### config.mk
export PLATFORM = sky130hd
export DESIGN_NAME = debounce_bank
export DESIGN_NICKNAME = d
export VERILOG_FILES = /design/src/rtl/debounce_pkg.sv /design/src/rtl/debounce_channel.sv /design/src/rtl/debounce_bank.sv
export SDC_FILE = /design/constraint.sdc
export NUM_CORES = 1
export LEC_CHECK = 0
export ABC_CLOCK_PERIOD_IN_PS = 1400
export CAP_MARGIN = 20
export CORE_ASPECT_RATIO = 1.4
export CORE_MARGIN = 1.5
export CORE_UTILIZATION = 49
export CTS_CLUSTER_DIAMETER = 120
export DETAILED_ROUTE_END_ITERATION = 10
export PLACE_DENSITY = 0.76
export REMOVE_ABC_BUFFERS = 1
export SLEW_MARGIN = 20
export SYNTH_ARGS = -nofsm -noshare
export SYNTH_HDL_FRONTEND = slang
export SYNTH_SLANG_ARGS = --single-unit
### constraint.sdc
create_clock -name clk -period 1.4 [get_ports clk]
set_input_delay 0.42 -clock clk [delete_from_list [all_inputs] [get_ports clk]]
set_output_delay 0.42 -clock clk [all_outputs]
set_load 0.1 [all_outputs]
### src/rtl/debounce_pkg.sv
// Shared types and sizing helpers for the debounce_bank button conditioner.
package debounce_pkg;

  typedef enum logic [1:0] {
    IDLE   = 2'd0,
    HELD   = 2'd1,
    REPEAT = 2'd2
  } ch_state_e;

  // Bits needed to hold values 0..max_val (never less than one bit).
  function automatic int cnt_width(input int max_val);
    return (max_val < 1) ? 1 : $clog2(max_val + 1);
  endfunction

  function automatic int max2(input int a, input int b);
    return (a > b) ? a : b;
  endfunction

endpackage

### src/rtl/debounce_channel.sv
// One button channel: synchroniser, consecutive-sample debouncer and press/release FSM.
// Auto-repeat (REPEAT state, repeat counter, rpt pulses) exists only with DEBOUNCE_REPEAT_EN.
module debounce_channel
  import debounce_pkg::*;
#(
  parameter int SAMPLES       = 8,
  parameter int REPEAT_DELAY  = 64,
  parameter int REPEAT_PERIOD = 16
) (
  input  logic clk,
  input  logic rst,
  input  logic tick_i,
  input  logic btn_raw_i,
  output logic level_o,
  output logic press_o,
  output logic release_o,
  output logic rpt_o,
  output logic press_d_o
);

  localparam int MW = cnt_width(SAMPLES);

  if (SAMPLES < 2 || REPEAT_DELAY < 1 || REPEAT_PERIOD < 1) begin : g_cfg_err
    $error("debounce_channel: illegal parameter configuration");
  end

  logic          sync1_q, sync2_q;
  logic          stable_q, stable_d;
  logic [MW-1:0] match_q, match_d;
  ch_state_e     state_q, state_d;
  logic          level_q, level_d;
  logic          press_q, press_d;
  logic          release_q, release_d;

`ifdef DEBOUNCE_REPEAT_EN
  localparam int RW = cnt_width(max2(REPEAT_DELAY, REPEAT_PERIOD));
  logic [RW-1:0] rcnt_q, rcnt_d;
  logic          rpt_q, rpt_d;
`endif

  // A disagreeing sample extends the run; an agreeing one resets it.
  always_comb begin
    stable_d = stable_q;
    match_d  = match_q;
    if (tick_i) begin
      if (sync2_q != stable_q) begin
        if (match_q == MW'(SAMPLES - 1)) begin
          stable_d = ~stable_q;
          match_d  = '0;
        end else begin
          match_d = match_q + MW'(1);
        end
      end else begin
        match_d = '0;
      end
    end else begin
      match_d = match_q;
    end
  end

  // Release has priority over a repeat that would fire in the same cycle.
  always_comb begin
    state_d   = state_q;
    press_d   = 1'b0;
    release_d = 1'b0;
`ifdef DEBOUNCE_REPEAT_EN
    rcnt_d    = rcnt_q;
    rpt_d     = 1'b0;
`endif
    case (state_q)
      IDLE: begin
        if (stable_q) begin
          state_d = HELD;
          press_d = 1'b1;
`ifdef DEBOUNCE_REPEAT_EN
          rcnt_d  = '0;
`endif
        end else begin
          state_d = IDLE;
        end
      end
      HELD: begin
        if (!stable_q) begin
          state_d   = IDLE;
          release_d = 1'b1;
`ifdef DEBOUNCE_REPEAT_EN
          rcnt_d    = '0;
        end else if (tick_i) begin
          if (rcnt_q == RW'(REPEAT_DELAY - 1)) begin
            state_d = REPEAT;
            rpt_d   = 1'b1;
            rcnt_d  = '0;
          end else begin
            rcnt_d = rcnt_q + RW'(1);
          end
`endif
        end else begin
          state_d = HELD;
        end
      end
      REPEAT: begin
        if (!stable_q) begin
          state_d   = IDLE;
          release_d = 1'b1;
`ifdef DEBOUNCE_REPEAT_EN
          rcnt_d    = '0;
        end else if (tick_i) begin
          if (rcnt_q == RW'(REPEAT_PERIOD - 1)) begin
            rpt_d  = 1'b1;
            rcnt_d = '0;
          end else begin
            rcnt_d = rcnt_q + RW'(1);
          end
`endif
        end else begin
          state_d = REPEAT;
        end
      end
      default: begin
        state_d = IDLE;
      end
    endcase
    level_d = (state_d != IDLE);
  end

  always_ff @(posedge clk) begin
    if (rst) begin
      sync1_q  <= 1'b0;
      sync2_q  <= 1'b0;
      stable_q <= 1'b0;
      match_q  <= '0;
    end else begin
      sync1_q  <= btn_raw_i;
      sync2_q  <= sync1_q;
      stable_q <= stable_d;
      match_q  <= match_d;
    end
  end

  always_ff @(posedge clk) begin
    if (rst) begin
      state_q   <= IDLE;
      level_q   <= 1'b0;
      press_q   <= 1'b0;
      release_q <= 1'b0;
`ifdef DEBOUNCE_REPEAT_EN
      rcnt_q    <= '0;
      rpt_q     <= 1'b0;
`endif
    end else begin
      state_q   <= state_d;
      level_q   <= level_d;
      press_q   <= press_d;
      release_q <= release_d;
`ifdef DEBOUNCE_REPEAT_EN
      rcnt_q    <= rcnt_d;
      rpt_q     <= rpt_d;
`endif
    end
  end

  assign level_o   = level_q;
  assign press_o   = press_q;
  assign release_o = release_q;
  assign press_d_o = press_d & ~rst;
`ifdef DEBOUNCE_REPEAT_EN
  assign rpt_o     = rpt_q;
`else
  assign rpt_o     = 1'b0;
`endif

endmodule

### src/rtl/debounce_bank.sv
// Multi-channel button conditioner: shared sample prescaler plus one debounce_channel per input.
// Auto-repeat pulses are generated only when DEBOUNCE_REPEAT_EN is defined.
module debounce_bank
  import debounce_pkg::*;
#(
  parameter int CHANNELS      = 4,
  parameter int SAMPLES       = 8,
  parameter int TICK_DIV      = 1,
  parameter int REPEAT_DELAY  = 64,
  parameter int REPEAT_PERIOD = 16
) (
  input  logic                clk,
  input  logic                rst,
  input  logic [CHANNELS-1:0] btn_raw_i,
  output logic [CHANNELS-1:0] level_o,
  output logic [CHANNELS-1:0] press_o,
  output logic [CHANNELS-1:0] release_o,
  output logic [CHANNELS-1:0] rpt_o,
  output logic                any_press_o
);

  logic                tick_s;
  logic [CHANNELS-1:0] press_d;
  logic                any_press_q;

  if (TICK_DIV <= 1) begin : g_tick_always
    assign tick_s = 1'b1;
  end else begin : g_prescaler
    localparam int PW = cnt_width(TICK_DIV - 1);
    logic [PW-1:0] pre_q, pre_d;

    always_comb begin
      if (pre_q == PW'(TICK_DIV - 1)) begin
        pre_d = '0;
      end else begin
        pre_d = pre_q + PW'(1);
      end
    end

    always_ff @(posedge clk) begin
      if (rst) begin
        pre_q <= '0;
      end else begin
        pre_q <= pre_d;
      end
    end

    assign tick_s = (pre_q == PW'(TICK_DIV - 1));
  end

  for (genvar g = 0; g < CHANNELS; g++) begin : g_ch
    debounce_channel #(
      .SAMPLES       (SAMPLES),
      .REPEAT_DELAY  (REPEAT_DELAY),
      .REPEAT_PERIOD (REPEAT_PERIOD)
    ) u_ch (
      .clk       (clk),
      .rst       (rst),
      .tick_i    (tick_s),
      .btn_raw_i (btn_raw_i[g]),
      .level_o   (level_o[g]),
      .press_o   (press_o[g]),
      .release_o (release_o[g]),
      .rpt_o     (rpt_o[g]),
      .press_d_o (press_d[g])
    );
  end

  // Registered from the channels' next-state press so it lines up with press_o.
  always_ff @(posedge clk) begin
    if (rst) begin
      any_press_q <= 1'b0;
    end else begin
      any_press_q <= |press_d;
    end
  end

  assign any_press_o = any_press_q;

endmodule
==> results.py <==
metrics = {
    "worst_setup_path": {
        "cp.required_ps": 1580,
        "cp-end-kind": "register",
        "start_kind": "register",
        "cp_data_arrival_time_ps": 1530,
        "crit_path_max_fanout": 3,
        "path_class": "register to register",
        "worst_path_max_delay_cell": "or4_1",
        "cp_top_family": "simple AND/OR/NAND/NOR gates",
        "cpPeakStageDelay_ps": 500,
        "cp_num_buf_inv": 1,
        "path_cells": "inv_1 -> ha_2 -> and2_1 -> or4_1",
    },
    "final_layout": {
        "area_delta_synth_final_pct": 22.95,
        "antenna_cells": 0,
        "nFillCells": 298,
        "final_nets": 229,
        "drive_gt1_frac": 0.2266,
    },
    "synth": {
        "synth_area_sq_um": 1936,
        "yosysUniqueCellTypes": 21,
        "synth_seq_cells": 49,
        "ys_seq_area_frac": 0.5068,
        "yosysTopAreaCellShare": 0.5068,
        "syn_inst": 183,
        "synth.avg_cell_area_sq_um": 10.58,
        "synth_area_leader_cell": "dfxtp_1",
        "synth_warnings": 0,
        "synth.top_cells.by_area": "dfxtp_1, ha_1, buf_4, nor2_1, nor2b_1",
    },
    "sta": {
        "timing.final.crit_share": 0.9611,
        "hold_viol": 0,
        "clock_skew_ps": 3.025,
        "fmax_mhz": 743.2,
        "slew_viol_final": 0,
        "period_needed_ps": 1345,
        "finalSetupTns_ps": 0,
        "setup_viol": 0,
    },
    "pwr": {
        "p_int_mw": 1.828,
        "sw_frac_of_total": 0.2175,
        "seqPwrFrac": 0.605,
        "pwr-share-comb": 0.042,
        "p_switching_uw": 508.3,
        "power_mw": 2.337,
        "p_clk_frac": 0.353,
        "p_per_area_nw_per_um2": 981.9,
        "ir_drop_mv": 0.8797,
        "leakage_nw": 0.9943,
    },
    "detailed_routing": {
        "drcViolationCount": 0,
        "viasPerCell": 4.845,
        "drt_iter0_drc": 7,
        "postRouteAntennaNets": 0,
        "drt_wl_total_mm": 3.098,
        "first_pass_iters": 2,
        "vias": 1187,
        "wl_per_cell_microns": 12.64,
    },
    "placement": {
        "hpwl_mm": 2.235,
        "io_buffer_count": 18,
        "finalWeightedCongestion": 0.6925,
    },
    "job": {
        "drv_cap": 0,
    },
    "global_route": {
        "overflow": 0,
        "grt_usage": 0.1589,
        "grt_pass1_vias": 1248,
        "grt_max_degree": 15,
        "grt_pass1_wl_mm": 5.319,
        "antenna_found_initial": 0,
    },
    "clocking": {
        "hold_buffers": 0,
        "cts_tree": "yes",
        "cts_made_buffers": 5,
        "htree_levels": 2,
        "cts_sinks": 49,
        "insertion_delay_ps": 300,
        "cts-root-buf": "clkbuf_8",
        "clk_pin_slew_ps": 80,
        "cts.path.max_buffers": 2,
    },
    "die": {
        "initial_core_util": 0.5219,
        "ioPinCount": 23,
        "die_h_microns": 77.37,
        "dieArea_sq_um": 4342,
        "row_count": 26,
        "coreArea_sq_um": 3709,
        "die_x_microns": 56.12,
    },
    "min_path": {
        "min_path_type": "register to register",
    },
    "status": {
        "status": "complete, no violations",
    },
}
layout make-up:
type | count | area, sq um | area share
Clock buffer | 7 | 86.33 | 0.03628
Timing Repair Buffer | 28 | 380.4 | 0.1598
Tap cell | 42 | 52.55 | 0.02208
Multi-Input combinational cell | 107 | 827.0 | 0.3475
Sequential cell | 49 | 988.4 | 0.4154
Inverter | 12 | 45.04 | 0.01893
per-stage QoR:
step / util / setup WS [ps] / area [sq um] / hold WS, ps / instances
after global placement: 0.6005 / -599.7 / 2227 / 418.2 / 234
after global routing: 0.6417 / -4.886 / 2380 / 451.5 / 245
after CTS: 0.6248 / 3.915 / 2317 / 448.0 / 241
after floorplan: - / 61.58 / 1819 / 413.8 / 168
after detailed placement: 0.6005 / -621.0 / 2227 / 429.2 / 234
final: 0.6417 / 54.50 / 2380 / 446.7 / 245
registers in the layout, indices dropped and copies added, names as in the netlist:
register             count
any_press_o              1
g_ch.u_ch.sync2_q        4
g_ch.u_ch.press_o        4
g_ch.u_ch.match_q       16
g_ch.u_ch.sync1_q        4
g_ch.u_ch.state_q        8
g_ch.u_ch.stable_q       4
g_ch.u_ch.release_o      4
g_ch.u_ch.level_o        4
power by group through the flow:
| stage | registers (mW) | logic (mW) | clock network, mW |
|---|---|---|---|
| 2_1_floorplan | 1.44 | 0.0643 | 0 |
| 3_3_place_gp | 1.45 | 0.0942 | 0 |
| 3_5_place_dp | 1.45 | 0.0970 | 0 |
| 4_1_cts | 1.41 | 0.0965 | 0.839 |
| 5_1_grt | 1.42 | 0.106 | 0.902 |
| 6_report | 1.41 | 0.0991 | 0.824 |
kinds of logic after synthesis:
kind of cell               Yosys count  synth area share
adders and majority gates           20            0.1293
DFF                                 49            0.5068
AOI/OAI and AO/OA                    6           0.02068
muxes                                4           0.02069
and+or+nand+nor                     61            0.1771
other                                1          0.001937
buffers and inverters               30           0.08921
xor gates and xnor gates            12           0.05430
worst reg2reg max path: stages, from the launching register on:
cell	delay, ps
dfxtp_2	350
inv_1	60
ha_2	170
and2_1	150
or4_1	500
cell usage after synthesis:
library cell	instances
dfxtp_1	49
nor2_1	22
ha_1	20
buf_4	16
inv_1	12
nor2b_1	12
xnor2_1	8
and2_1	6
and3b_1	6
mux2i_1	4
nand3_1	4
nor3b_1	4
or3_1	4
xor2_1	4
clkbuf_1	2
o21a_1	2
o21ai_1	2
o21bai_1	2
or2_1	2
conb_1	1
or4_1	1
routing by layer:
| layer | wire, microns | up-vias | global-route usage |
|---|---|---|---|
| li1 | - | 592 | - |
| met2 | 1754 | 23 | 0.2929 |
| met1 | 1143 | 564 | 0.1497 |
| met4 | 66 | 0 | 0.07857 |
| met5 | 0 | - | 0 |
| met3 | 133 | 8 | 0.06000 |
layout by cell type, fill, tap and decap left out, types with 4 or more instances in the layout:
cell type        netlist  layout
dfxtp_2                0       6
nor2b_1               12      12
nand3_1                4       4
and2_1                 6       5
ha_1                  20      16
ha_2                   0       4
xor2_1                 4       4
clkdlybuf4s50_1        0       4
or3_4                  0       4
xnor2_1                8       8
conb_1                 1       4
and3b_1                6       5
dfxtp_1               49      43
inv_1                 12      12
mux2i_1                4       4
clkbuf_8               0       6
nor3b_1                4       4
buf_4                 16      10
nor2_1                22      22
buf_12                 0      13
what timing repair did:
item | in CTS | in global routing
buffers inserted | 0 | 4
gates resized for setup | 5 | 14
setup endpoints to repair | 15 | 15
worst paths after layout:
check                                      from                         endpoint  slack (ps)  depth (start not counted)
max          g_ch[3].u_ch.state_q[1]$_SDFF_PP0_           any_press_o$_SDFF_PP0_          50                          4
min             g_ch[0].u_ch.sync1_q$_SDFF_PP0_  g_ch[0].u_ch.sync2_q$_SDFF_PP0_         450                          1
max reg2reg  g_ch[3].u_ch.state_q[1]$_SDFF_PP0_           any_press_o$_SDFF_PP0_          50                          4
min reg2reg     g_ch[0].u_ch.sync1_q$_SDFF_PP0_  g_ch[0].u_ch.sync2_q$_SDFF_PP0_         450                          1
Power figures use the tool's default switching activity.
